--- config.mk ---
export PLATFORM = sky130hd
export DESIGN_NAME = wb_gpio_master
export DESIGN_NICKNAME = d
export VERILOG_FILES = /design/src/rtl/wb_gpio_master.sv
export SDC_FILE = /design/constraint.sdc
export NUM_CORES = 1
export LEC_CHECK = 0
export ABC_AREA = 1
export ABC_CLOCK_PERIOD_IN_PS = 1500
export CORE_MARGIN = 10
export CORE_UTILIZATION = 40
export DETAILED_ROUTE_END_ITERATION = 12
export HOLD_SLACK_MARGIN = 0.05
export MAX_ROUTING_LAYER = met4
export PLACE_DENSITY = 0.77
export SETUP_SLACK_MARGIN = 0.2
export SYNTH_ARGS = -nofsm -noshare
export SYNTH_HDL_FRONTEND = slang
export SYNTH_SLANG_ARGS = --single-unit
--- constraint.sdc ---
create_clock -name wb_clk_i -period 1.5 [get_ports wb_clk_i]
set_input_delay 0.3 -clock wb_clk_i [delete_from_list [all_inputs] [get_ports wb_clk_i]]
set_output_delay 0.3 -clock wb_clk_i [all_outputs]
set_load 0.01 [all_outputs]
--- src/rtl/wb_gpio_master.sv ---
// wb_gpio_master: turns valid/ready requests into single Wishbone classic cycles
// and returns rdata/err on a valid/ready response channel, with a stb watchdog.
module wb_gpio_master #(
    parameter int dw      = 32,
    parameter int aw      = 8,
    parameter int TIMEOUT = 255
) (
    input  logic          wb_clk_i,
    input  logic          wb_rst_ni,
    input  logic          req_valid_i,
    output logic          req_ready_o,
    input  logic          req_we_i,
    input  logic [aw-1:0] req_addr_i,
    input  logic [dw-1:0] req_wdata_i,
    input  logic [3:0]    req_sel_i,
    output logic          rsp_valid_o,
    input  logic          rsp_ready_i,
    output logic [dw-1:0] rsp_rdata_o,
    output logic          rsp_err_o,
    output logic          wb_cyc_o,
    output logic          wb_stb_o,
    output logic [aw-1:0] wb_adr_o,
    output logic [dw-1:0] wb_dat_o,
    output logic [3:0]    wb_sel_o,
    output logic          wb_we_o,
    input  logic [dw-1:0] wb_dat_i,
    input  logic          wb_ack_i,
    input  logic          wb_err_i
);
    localparam int CW = (TIMEOUT < 1) ? 1 : $clog2(TIMEOUT + 1);
    localparam logic [CW-1:0] TLAST = CW'(TIMEOUT - 1);
    localparam bit WD_EN = (TIMEOUT != 0);

    typedef enum logic [1:0] {IDLE, BUS, RESP} state_t;
    state_t r_state, w_next;

    logic          r_live;
    logic          r_we;
    logic [aw-1:0] r_adr;
    logic [dw-1:0] r_dat;
    logic [3:0]    r_sel;
    logic [dw-1:0] r_rdata;
    logic          r_err;
    logic [CW-1:0] r_cnt;
    logic          w_acc;
    logic          w_bad;
    logic          w_to;
    logic          w_bus;

    // r_live keeps req_ready_o low while reset is held and until the first clock
    assign req_ready_o = r_live && r_state == IDLE;
    assign w_acc       = req_valid_i && req_ready_o;
    assign w_bad       = req_sel_i == 4'd0 || req_addr_i[1:0] != 2'd0;
    assign w_to        = WD_EN && r_cnt == TLAST;
    assign w_bus       = r_state == BUS;

    assign wb_cyc_o    = w_bus;
    assign wb_stb_o    = w_bus;
    assign wb_we_o     = w_bus && r_we;
    assign wb_adr_o    = w_bus ? r_adr : '0;
    assign wb_dat_o    = w_bus ? r_dat : '0;
    assign wb_sel_o    = w_bus ? r_sel : '0;
    assign rsp_valid_o = r_state == RESP;
    assign rsp_rdata_o = rsp_valid_o ? r_rdata : '0;
    assign rsp_err_o   = rsp_valid_o && r_err;

    always_comb begin
        w_next = r_state;
        case (r_state)
            IDLE:    w_next = w_acc ? (w_bad ? RESP : BUS) : IDLE;
            BUS:     w_next = (wb_err_i || wb_ack_i || w_to) ? RESP : BUS;
            RESP:    w_next = rsp_ready_i ? IDLE : RESP;
            default: w_next = IDLE;
        endcase
    end

    always_ff @(posedge wb_clk_i or negedge wb_rst_ni) begin
        if (!wb_rst_ni) begin
            r_state <= IDLE;
            r_live  <= 1'b0;
            r_we    <= 1'b0;
            r_adr   <= '0;
            r_dat   <= '0;
            r_sel   <= '0;
            r_rdata <= '0;
            r_err   <= 1'b0;
            r_cnt   <= '0;
        end else begin
            r_state <= w_next;
            r_live  <= 1'b1;
            if (w_acc) begin
                r_we    <= req_we_i;
                r_adr   <= req_addr_i;
                r_dat   <= req_wdata_i;
                r_sel   <= req_sel_i;
                r_rdata <= '0;
                r_err   <= w_bad;
                r_cnt   <= '0;
            end
            if (w_bus) begin
                r_cnt <= r_cnt + CW'(1);
                if (wb_err_i) begin
                    r_err   <= 1'b1;
                    r_rdata <= '0;
                end else if (wb_ack_i) begin
                    r_err   <= 1'b0;
                    r_rdata <= r_we ? '0 : wb_dat_i;
                end else if (w_to) begin
                    r_err   <= 1'b1;
                    r_rdata <= '0;
                end
            end
        end
    end
endmodule

Word-level counts from Yosys, hierarchy flattened
Index checks and enable logic that the tools add are counted.
{"block": "classes", "n_eq_ne": 3, "muxes": 22, "add_sub_neg": 1, "reduce_logical": 11}
{"op": "$mux 32", "count": 8}
{"op": "$mux 8", "count": 3}
{"op": "$add 8x1->8 const B", "count": 1}
{"op": "$eq 8x8->1 const B", "count": 1}
{"op": "$mux 2", "count": 4}
{"op": "$pmux 2 s3", "count": 1}
{"op": "$mux 1", "count": 5}
{"op": "$logic_and 1x1->1", "count": 4}
{"op": "$logic_not 4->1", "count": 1}
{"op": "$mux 4", "count": 1}
{"op": "$reduce_bool 2->1", "count": 2}
{"op": "$logic_or 1x1->1", "count": 3}
{"op": "$eq 2x1->1 const B", "count": 1}
{"op": "$eq 2x2->1 const B", "count": 1}
{"op": "$logic_not 2->1", "count": 1}
{"block": "totals", "ff_bits": 89, "word_cells": 46, "out_inout_bits": 82}

Logic depth before layout (Yosys ltp)
Gate-level depths: netlist of run 1.
{"block": "logic_depth", "ltp_word": 8, "depth_mapped": 10, "mapped_depth_nobuf": 9}

Worst setup path after synthesis of run 1
No wires, ideal clock.
{"block": "synth_timing", "path_kind": "reg2out", "startpoint": "reg r_state[0]", "endpoint": "out rsp_rdata_o[10]", "slack_ps": -17, "path_stages_with_launch": 5, "arrival_time_ps": 1217, "t_required_ps": 1200, "path_cell_list": "dfrtp_1 nor2_1 clkinv_1 clkbuf_1 nor2_1"}
{"block": "synth_between", "elab_chain_cells": 2}
{"item": "start: declaration", "line_no": "35", "text": "state_t r_state, w_next;"}
{"item": "start signal: assignment", "line_no": "89", "text": "r_state <= w_next;"}
{"item": "$eq 2x2->1", "line_no": "63", "text": "assign rsp_valid_o = r_state == RESP;"}
{"item": "net rsp_valid_o", "line_no": "16", "text": "output logic rsp_valid_o,"}
{"item": "$mux 32", "line_no": "64", "text": "assign rsp_rdata_o = rsp_valid_o ? r_rdata : '0;"}
{"item": "end: declaration", "line_no": "18", "text": "output logic [dw-1:0] rsp_rdata_o,"}
The timed path passes the listed nets, and every way through them passes these cells.

Worst setup path after layout of run 1
{"block": "layout_timing", "startpoint": "reg r_state[1]", "endpoint": "out rsp_rdata_o[25]"}
{"block": "layout_between", "elab_chain_cells": 2}
{"item": "$eq 2x2->1", "line_no": "63"}
{"item": "$mux 32", "line_no": "64"}
No other way between the ends.

==> run metrics, run 1 <==
outcome=finished with violations; failing checks=setup timing; drt pass-1 iters=5; max-slew violations=0; first-pass GRT wire length=22310 microns; Final Hold Vio Count=0; GRT Resource Usage Total=roughly 17%; Clock Sink Count=89; post-synth cell types=26; post-route worst setup slack=-0.3119 ns; clk_skew=between 0.009 and 0.01 ns; Worst R2R Setup Slack=-0.12 ns; Die ar.=approximately 16000 sq um; total power=6739 uW; Fmax=around 0.55 GHz; FF+latch area=between 2000 and 2500 sq um; num rows=38; die span in x=125.1 microns; Post-DRT Antenna Nets=0; # Max-Cap Violations=0; unrepaired setup endpoints after global routing=yes; antenna violations before repair=0; hold crit path type=in -> async; # fillers=~750; CTS H-Tree Depth=3; TNS Setup=-22.82 ns; CP Max Fanout=5; share of layout cells above drive strength 1=about 34%; post-synthesis instance area=between 4000 and 5000 sq um; nets=between 800 and 900; Multi-input gate area=between 2000 and 2500 sq um; crit path to=rsp_rdata_o[25]; RD Place Congestion=~0.84; final wirelength=about 16000 microns; WS Path Type=reg -> out; placed inst area=between 6000 and 7000 sq um; clk_lat worst skew=around 0.36 ns; Initial Util=40.73%; routed vias/inst=4.945; RR Startpoint=r_state[1]$_DFF_PN0_; clock root cell=clkbuf_8; Synth Warn #=0; boundary pin count=165; Peak VDD IR=around 570 uV; CTS tree=built; required time worst endpoint=about 1.2 ns; crit path time final=1.812 ns; critical path endpoint category=primary output; part of the cycle the worst path needs=120.8%; port bufs=164; Synth Register Bits=between 80 and 90; crit path DAT=~1.5 ns; Die Y=around 130 microns; Synth Instances=595; P&R area growth vs syn=76.71%; pwr dens=around 860 nW/um^2; post-synthesis sequential area ratio=about half; Setup crit start kind=register; 1st-iter DRT viols=around 280; crit path from=r_state[1]$_DFF_PN0_; DRC=0; final number of setup-violating endpoints=144; CTS clk-pin slew, worst paths=0.09 ns; Synthesized Nets=680; most frequent cells in the layout=161 x nand2_1, 88 x dfrtp_1, 85 x inv_1; Design Area, Final=just under 8000 sq um; Hold Slack=~0.44 ns; worst r2r path cells=10; via count=about 4700; Ant. Diodes=0; vias in the first global route=4511; most common cell after layout, fill and taps aside=nand2_1; Worst R2R End=r_cnt[2]$_DFFE_PN0P_; DP HPWL=10040 microns; P_leak=0.003724 uW; DR WL/cell=about 17 microns; total grt overflow=0; CTS Buffer Depth=2; Core ar.=around 11000 sq um; largest net degree at the start of global routing=39; Avg Inst Size Synth=approximately 7.4 sq um; cts bufs inserted=9
==> repair_timing <==
action                                  4_1_cts  5_1_grt
endpoints found under the hold margin        22        0
endpoints found under the setup margin      170      170
pin swaps                                     1       10
hold buffers                                  1        0
gates cloned                                  1       21
setup buffers                                 4       11
gates resized for setup                     309      228
==> metal layers <==
metal	GRT usage, %	up-vias	routed length [microns]
met4	6.098	0	327
met3	4.436	25	1313
li1	-	2235	-
met2	25.79	208	7796
met1	22.74	2235	6916
met5	-	-	0
==> synthesized netlist by cell type <==
master | number | area share, %
nand2_2 | 3 | 0.43
clkinv_1 | 1 | 0.085
inv_1 | 88 | 7.5
o22ai_1 | 1 | 0.14
nand2_1 | 169 | 14
nor2_4 | 2 | 0.51
buf_2 | 13 | 1.5
nand2_4 | 3 | 0.77
buf_6 | 2 | 0.51
ha_1 | 2 | 0.57
clkbuf_1 | 12 | 1.0
a21oi_1 | 2 | 0.23
conb_1 | 1 | 0.085
nor2_1 | 86 | 7.3
xor2_1 | 1 | 0.20
a31oi_1 | 1 | 0.14
nor3_1 | 1 | 0.11
inv_2 | 4 | 0.34
dfrtp_1 | 89 | 50
o21ai_1 | 1 | 0.11
clkbuf_8 | 2 | 0.62
o21ai_0 | 55 | 6.2
o211ai_1 | 1 | 0.17
nor4_4 | 1 | 0.48
nand3_1 | 53 | 6.0
buf_4 | 1 | 0.17
==> registers in the layout (all words and copies together) (netlist names) <==
| name | count |
|---|---|
| r_live | 1 |
| r_sel | 4 |
| r_state | 2 |
| r_we | 1 |
| r_adr | 8 |
| r_rdata | 32 |
| r_dat | 32 |
| r_err | 1 |
| r_cnt | 8 |
==> layout make-up <==
class / count / area share, %
Timing Repair inverter: 2 / 0.4169
Clock inverter: 3 / 0.8339
Inverter: 93 / 5.035
Clock buffer: 12 / 1.860
Timing Repair Buffer: 228 / 32.50
Sequential cell: 89 / 28.56
Tap cell: 140 / 2.245
Multi-Input combinational cell: 384 / 28.54
==> report_power, final <==
group / switching [uW] / internal [uW] / leakage, uW
Combinational: 1100 / 918 / 0.00246
Clock: 842 / 975 / 0.000106
Sequential: 151 / 2750 / 0.00116
==> cell families after synthesis <==
group                      share of synthesized area, %
and+or+nand+nor                                   29.98
buffers and inverters                             11.70
DFF                                               50.44
AOI/OAI and AO/OA                                 7.028
adders and majority gates                        0.5666
xor gates and xnor gates                         0.1984
other                                           0.08493
==> metrics by stage <==
stage               util [%]  std cells  setup WS [ns]
floorplan                  -        595         0.1877
global placement       60.99        898        -0.2505
detailed placement     60.99        898        -0.3039
CTS                    61.54        919        -0.3376
global route           71.98        951        -0.3744
finish                 71.98        951        -0.3119
==> worst max-delay path, cell delays in order, from the launching register on <==
cell     delay (ns)
dfrtp_1        0.42
inv_4          0.09
nor2_4         0.12
inv_4          0.08
buf_6          0.12
buf_6          0.12
nor2_2         0.07
buf_2          0.13
==> worst min path at each step <==
stage	start	endpoint
floorplan	wb_rst_ni	r_adr[0]$_DFFE_PN0P_
global placement	wb_rst_ni	r_cnt[1]$_DFFE_PN0P_
detailed placement	wb_rst_ni	r_cnt[1]$_DFFE_PN0P_
CTS	wb_rst_ni	r_cnt[1]$_DFFE_PN0P_
global route	wb_rst_ni	r_cnt[1]$_DFFE_PN0P_
finish	wb_rst_ni	r_cnt[1]$_DFFE_PN0P_
Power figures use the tool's default switching activity.
==> inputs of run 2 (changes only) <==
CORE_MARGIN = default   (was 10)
==> run 2 against run 1 <==
  * The run still ends with setup timing left
  * Highest routed layer unchanged
  * Count of clock-buffer cells in the layout fell by 2
  * Maximum frequency down 5.1%
  * Sequential power is 1% higher
  * Combinational power up 23%
  * Non-clock buffer count increased by 41
  * Critical path depth increased by 5
  * Power is 7.7% higher
  * Cell area up 12%
  * Global-route usage is 9.2 points higher
  * Sequential share of layout area fell by 3.0 points
  * Clock power about the same
==> run metrics, run 2 (synthesis gave the netlist of run 1 again) <==
die span in x=107.1 microns (-14%); DP HPWL=8640 microns (-14%); P_leak=0.004218 uW (+13%); CTS Buffer Depth=2 (unchanged); DR WL/cell=19.69 microns (+15%); most frequent cells in the layout=92 x nand2_1, 88 x dfrtp_1, 84 x inv_1; Final Hold Vio Count=0 (unchanged); final number of setup-violating endpoints=170 (+18%); largest net degree at the start of global routing=58 (+49%); WS Path Type=reg -> reg; most common cell after layout, fill and taps aside=nand2_1; failing checks=setup timing; DRC=0 (unchanged); Design Area, Final=8717 sq um (+12%); CP Max Fanout=7 (+2); cts bufs inserted=9 (unchanged); share of layout cells above drive strength 1=50.41% (+16 points); RR Startpoint=r_state[0]$_DFF_PN0_; worst r2r path cells=12 (+2); vias in the first global route=4781 (+6.0%); Worst R2R End=r_rdata[6]$_DFF_PN0_; boundary pin count=165 (unchanged); outcome=finished with violations; clock root cell=clkbuf_8; unrepaired setup endpoints after global routing=yes; total power=7255 uW (+7.7%); Worst R2R Setup Slack=-0.41 ns (-0.29 ns); Post-DRT Antenna Nets=0 (unchanged); pwr dens=832.2 nW/um^2 (-3.6%); GRT Resource Usage Total=26.61% (+9.2 points); Core ar.=10510 sq um (-3.1%); clk_skew=0.02498 ns (+0.01556 ns); required time worst endpoint=1.81 ns (+0.61 ns); Setup crit start kind=register; first-pass GRT wire length=22780 microns (+2.1%); Peak VDD IR=746.6 uV (+30%); # fillers=504 (-33%); Clock Sink Count=89 (unchanged); final wirelength=19430 microns (+19%); 1st-iter DRT viols=296 (+6.1%); antenna violations before repair=0 (unchanged); hold crit path type=in -> async; routed vias/inst=5.315 (+7.5%); crit path time final=1.909 ns (+0.09675 ns); P&R area growth vs syn=97.42%; Ant. Diodes=0 (unchanged); placed inst area=6616 sq um (about the same); clk_lat worst skew=0.38 ns (+0.02 ns); critical path endpoint category=register; max-slew violations=0 (unchanged); drt pass-1 iters=6 (+1); crit path DAT=2.22 ns (+0.71 ns); biggest regs=r_dat: 32 flops, r_rdata: 32 flops; post-route worst setup slack=-0.4086 ns (-0.09675 ns); Fmax=0.5239 GHz (-5.1%); total grt overflow=0 (unchanged); Initial Util=42.02% (+1.3 points); CTS clk-pin slew, worst paths=0.11 ns (+0.02 ns); nets=931 (+4.4%); # Max-Cap Violations=0 (unchanged); part of the cycle the worst path needs=127.2% (+6.5 points); CTS H-Tree Depth=3 (unchanged); RD Place Congestion=0.7812 (-6.8%); num rows=37 (-2.6%); Die Y=107.1 microns (-14%); port bufs=164 (unchanged); via count=5246 (+12%); CTS tree=built; Die ar.=11460 sq um (-27%)
-- run 2: worst max path at each step --
stage	start	end	slack, ns	cells past startpoint
6_report	r_state[0]$_DFF_PN0_	r_rdata[6]$_DFF_PN0_	-0.41	12
3_3_place_gp	r_state[0]$_DFF_PN0_	rsp_rdata_o[3]	-0.26	5
2_1_floorplan	r_cnt[0]$_DFFE_PN0P_	r_rdata[22]$_DFF_PN0_	0.19	10
4_1_cts	r_state[0]$_DFF_PN0_	r_sel[1]$_DFFE_PN0P_	-0.32	11
5_1_grt	r_state[0]$_DFF_PN0_	r_rdata[6]$_DFF_PN0_	-0.47	12
3_5_place_dp	r_state[0]$_DFF_PN0_	rsp_rdata_o[3]	-0.29	5
-- run 2: metrics by stage --
stage	setup slack, ns	cells	setup TNS, ns	utilization [%]	hold WS [ns]
2_1_floorplan	0.1877	595	0	-	0.004409
4_1_cts	-0.3204	963	-31.96	70.44	0.4432
5_1_grt	-0.4738	987	-55.36	82.95	0.4418
6_report	-0.4086	987	-45.20	82.95	0.4283
3_3_place_gp	-0.2600	897	-21.57	62.96	0.2866
3_5_place_dp	-0.2874	897	-24.75	62.96	0.2838
-- run 2: where the power goes --
group | switching, uW | total (uW) | internal (uW) | leakage [uW]
Clock | 991 | 1830 | 838 | 0.000104
Sequential | 189 | 2940 | 2750 | 0.00116
Combinational | 1370 | 2480 | 1120 | 0.00296
Total | 2550 | 7250 | 4710 | 0.00422
-- run 2: metal layers --
layer / track usage [%] / part of all wire, % / wire (microns) / vias to the layer above
li1: - / - / - / 2318
met2: 45.12 / 52 / 10140 / 290
met3: 5.410 / 6.3 / 1232 / 74
met1: 29.95 / 37 / 7286 / 2564
met4: 13.11 / 4.0 / 774 / 0
met5: - / 0 / 0 / -
-- run 2: layout make-up --
class / count / area, sq um / area share (%)
Clock buffer: 10 / 137.6 / 1.579
Clock inverter: 6 / 72.57 / 0.8325
Inverter: 93 / 369.1 / 4.234
Multi-Input combinational cell: 384 / 2704 / 31.02
Sequential cell: 89 / 2228 / 25.56
Tap cell: 136 / 170.2 / 1.952
Timing Repair Buffer: 269 / 3035 / 34.82
-- run 2: worst max-delay path: stages, from the launching register on --
cell and delay (ns):
dfrtp_2 0.45, buf_12 0.13, buf_6 0.08, buf_6 0.10
nand2_8 0.08, buf_6 0.13, buf_6 0.12, nor2_4 0.21
clkbuf_16 0.20, nand3_2 0.06, nand2_1 0.12, nand2_1 0.08
nand2_1 0.08
-- run 2: repair_timing --
action                     CTS  global route
setup endpoints to repair  169           170
hold buffers                 1             0
cloned                      11            12
pin swaps                    3            61
hold endpoints to repair    89             0
resized for setup          418           292
setup buffers               38            12
==> inputs of run 3 (changes only) <==
ABC_AREA = default   (was 1)
CTS_CLUSTER_SIZE = 28   (was default)
HOLD_SLACK_MARGIN = 0.1   (was 0.05)
PLACE_DENSITY = 0.78   (was 0.77)
==> run 3 against run 2 <==
  * The run still ends with setup timing left
  * Sequential share of layout area up 3.6 points
  * Wire length down 27%
  * Global-route usage fell by 1.1 points
  * Sequential cell count stayed put
  * Via count fell by 21%
  * Power is 8.0% lower
  * Critical endpoint is now wb_dat_o[15]
==> run metrics, run 3 <==
post-synth cell types=39 (+50%); vias in the first global route=4159 (-13%); Synth area leaders=dfrtp_1 52%, nand2_1 12%, and2_1 11%, a22o_1 4.5%, o31ai_1 2.8%; post-synthesis instance area=4274 sq um (-3.2%); crit path time final=1.827 ns (-0.08178 ns); Die Y=105.4 microns (-1.6%); Initial Util=41.40% (-0.62 points); CTS clk-pin slew, worst paths=0.09 ns (-0.02 ns); GRT Resource Usage Total=25.53% (-1.1 points); share of layout cells above drive strength 1=45.32% (-5.1 points); # Max-Cap Violations=0 (unchanged); Synth async-reset ratio=100.0% (unchanged); pwr dens=872.1 nW/um^2 (+4.8%); boundary pin count=165 (unchanged); unrepaired setup endpoints after global routing=yes; final number of setup-violating endpoints=165 (-2.9%); die span in x=105.4 microns (-1.6%); most frequent cells in the layout=88 x dfrtp_1, 81 x clkdlybuf4s50_1, 79 x nand2_1; DRC=0 (unchanged); post-synthesis sequential area ratio=52.11% (+1.7 points); num rows=37 (unchanged); # fillers=708 (+40%); via count=4148 (-21%); critical path endpoint category=primary output; Synth Instances=450 (-24%); routed vias/inst=5.127 (-3.5%); Fmax=0.5474 GHz (+4.5%); FF+latch area=2228 sq um (unchanged); antenna violations before repair=0 (unchanged); Clock Sink Count=89 (unchanged); Die ar.=11100 sq um (-3.1%); first-pass GRT wire length=21380 microns (-6.2%); CTS H-Tree Depth=3 (unchanged); Synth Warn #=0 (unchanged); DR WL/cell=17.60 microns (-11%); Setup crit start kind=register; failing checks=setup timing; Synth top cells by count=138 x nand2_1, 89 x dfrtp_1, 77 x and2_1; largest net degree at the start of global routing=47 (-19%); top-count cell post-synth=nand2_1; Ant. Diodes=0 (unchanged); Synthesized Nets=535 (-21%); port bufs=164 (unchanged); drt pass-1 iters=5 (-1); Design Area, Final=7651 sq um (-12%); Yosys top cell by area=dfrtp_1; 1st-iter DRT viols=203 (-31%); Multi-input gate area=2315 sq um (-14%); CTS Buffer Depth=2 (unchanged); Post-DRT Antenna Nets=0 (unchanged); Synth Register Bits=89 (unchanged); final wirelength=14240 microns (-27%); RD Place Congestion=0.7762 (-0.64%); Core ar.=10320 sq um (-1.8%); outcome=finished with violations; DP HPWL=7981 microns (-7.6%); biggest regs=r_dat: 32 flops, r_rdata: 32 flops; WS Path Type=reg -> out; cts bufs inserted=9 (unchanged); max-slew violations=0 (unchanged); required time worst endpoint=1.20 ns (-0.61 ns); part of the cycle the worst path needs=121.8% (-5.5 points); ys flop type=dfrtp_1; total power=6672 uW (-8.0%); Avg Inst Size Synth=9.498 sq um (+28%); clock root cell=clkbuf_8; crit path DAT=1.53 ns (-0.69 ns); nets=753 (-19%); Peak VDD IR=572.1 uV (-23%); CTS tree=built; post-synth top area share=52.11% (+1.7 points); Final Hold Vio Count=0 (unchanged); hold crit path type=in -> async; total grt overflow=0 (unchanged); clk_skew=0.01398 ns (-0.01100 ns); P_leak=0.003819 uW (-9.5%); CP Max Fanout=19 (+12); placed inst area=6352 sq um (-4.0%); P&R area growth vs syn=79.01%; post-route worst setup slack=-0.3268 ns (+0.08178 ns); Post-synth EDFFs=0 (unchanged); Worst-Margin Slew=0.5697 ns; most common cell after layout, fill and taps aside=dfrtp_1; clk_lat worst skew=0.36 ns (-0.02 ns); Max-slew headroom=between 60 and 70%
-- run 3: changes by cell type in the layout (fill, tap and decap cells not counted), sizes merged, moves of 32 or more --
| cell | previous run | this run |
|---|---|---|
| nand2 | 176 | 139 |
| inv | 94 | 4 |
| nor2 | 88 | 4 |
| a22o | 0 | 32 |
| and2 | 0 | 77 |
| o21ai | 56 | 12 |
| nand3 | 53 | 6 |
-- run 3: metrics by stage --
stage	util [%]	std cells	hold slack [ns]	worst slack (ns)	TNS [ns]
CTS	67.93	801	0.2925	-0.3223	-38.62
finish	74.11	809	0.3034	-0.3268	-41.80
detailed placement	61.53	753	0.1410	-0.3076	-37.13
global placement	61.53	753	0.1364	-0.2652	-35.20
floorplan	-	450	0.004409	-0.005405	-0.05405
global route	74.11	809	0.3038	-0.3810	-53.25
-- run 3: routing by layer --
layer  track usage, %  part of all wire [%]  vias to the layer above
li1                 -                     -                     1928
met1            30.10                    40                     2006
met2            43.42                    51                      183
met3            4.515                   6.4                       31
met4            9.960                   2.7                        0
met5                -                     0                        -
-- run 3: final timing paths --
kind | from | to | slack (ns) | cells past startpoint
worst min register to register | r_dat[0]$_DFFE_PN0P_ | r_dat[0]$_DFFE_PN0P_ | 0.47 | 2
max in group asynchronous | wb_rst_ni | r_dat[29]$_DFFE_PN0P_ | 0.71 | 3
worst max-delay path | r_state[0]$_DFF_PN0_ | wb_dat_o[15] | -0.33 | 6
min in group wb_clk_i | req_wdata_i[30] | r_dat[30]$_DFFE_PN0P_ | 0.46 | 3
worst min-delay path | wb_rst_ni | r_rdata[10]$_DFF_PN0_ | 0.30 | 2
worst max register to register | r_state[0]$_DFF_PN0_ | r_adr[1]$_DFFE_PN0P_ | -0.28 | 10
-- run 3: repair_timing --
action / CTS / global route
pin swaps: 22 / 84
hold endpoints to repair: 89 / 0
resized for setup: 404 / 149
gates cloned: 14 / 3
setup endpoints to repair: 170 / 170
buffers inserted: 17 / 5
hold buffers: 1 / 0
-- run 3: final cells by class --
class,count,area share (%)
multi-input combinational,325,30.25
sequential,89,29.13
clock buffer,12,1.897
timing repair buffer,239,35.24
inverter,4,0.2617
clock inverter,4,0.9975
tap,136,2.224
-- run 3: logic make-up after synthesis --
group	synth area share [%]
AOI/OAI and AO/OA	15.16
buffers and inverters	4.420
muxes	0.2342
adders and majority gates	0.5854
and+or+nand+nor	26.99
DFF	52.11
other	0.08774
xor gates and xnor gates	0.4099
-- run 3: critical path, stage by stage (launching register included) --
cell and delay [ns]:
dfrtp_2 0.44, buf_6 0.13, nand2b_4 0.08, inv_6 0.06, buf_12 0.14, and2_1 0.16, buf_2 0.14
-- run 3: where the power goes --
| group | total [uW] | internal (uW) | switching, uW |
|---|---|---|---|
| Clock | 1880 | 990 | 886 |
| Sequential | 2950 | 2740 | 209 |
| Combinational | 1850 | 1020 | 828 |
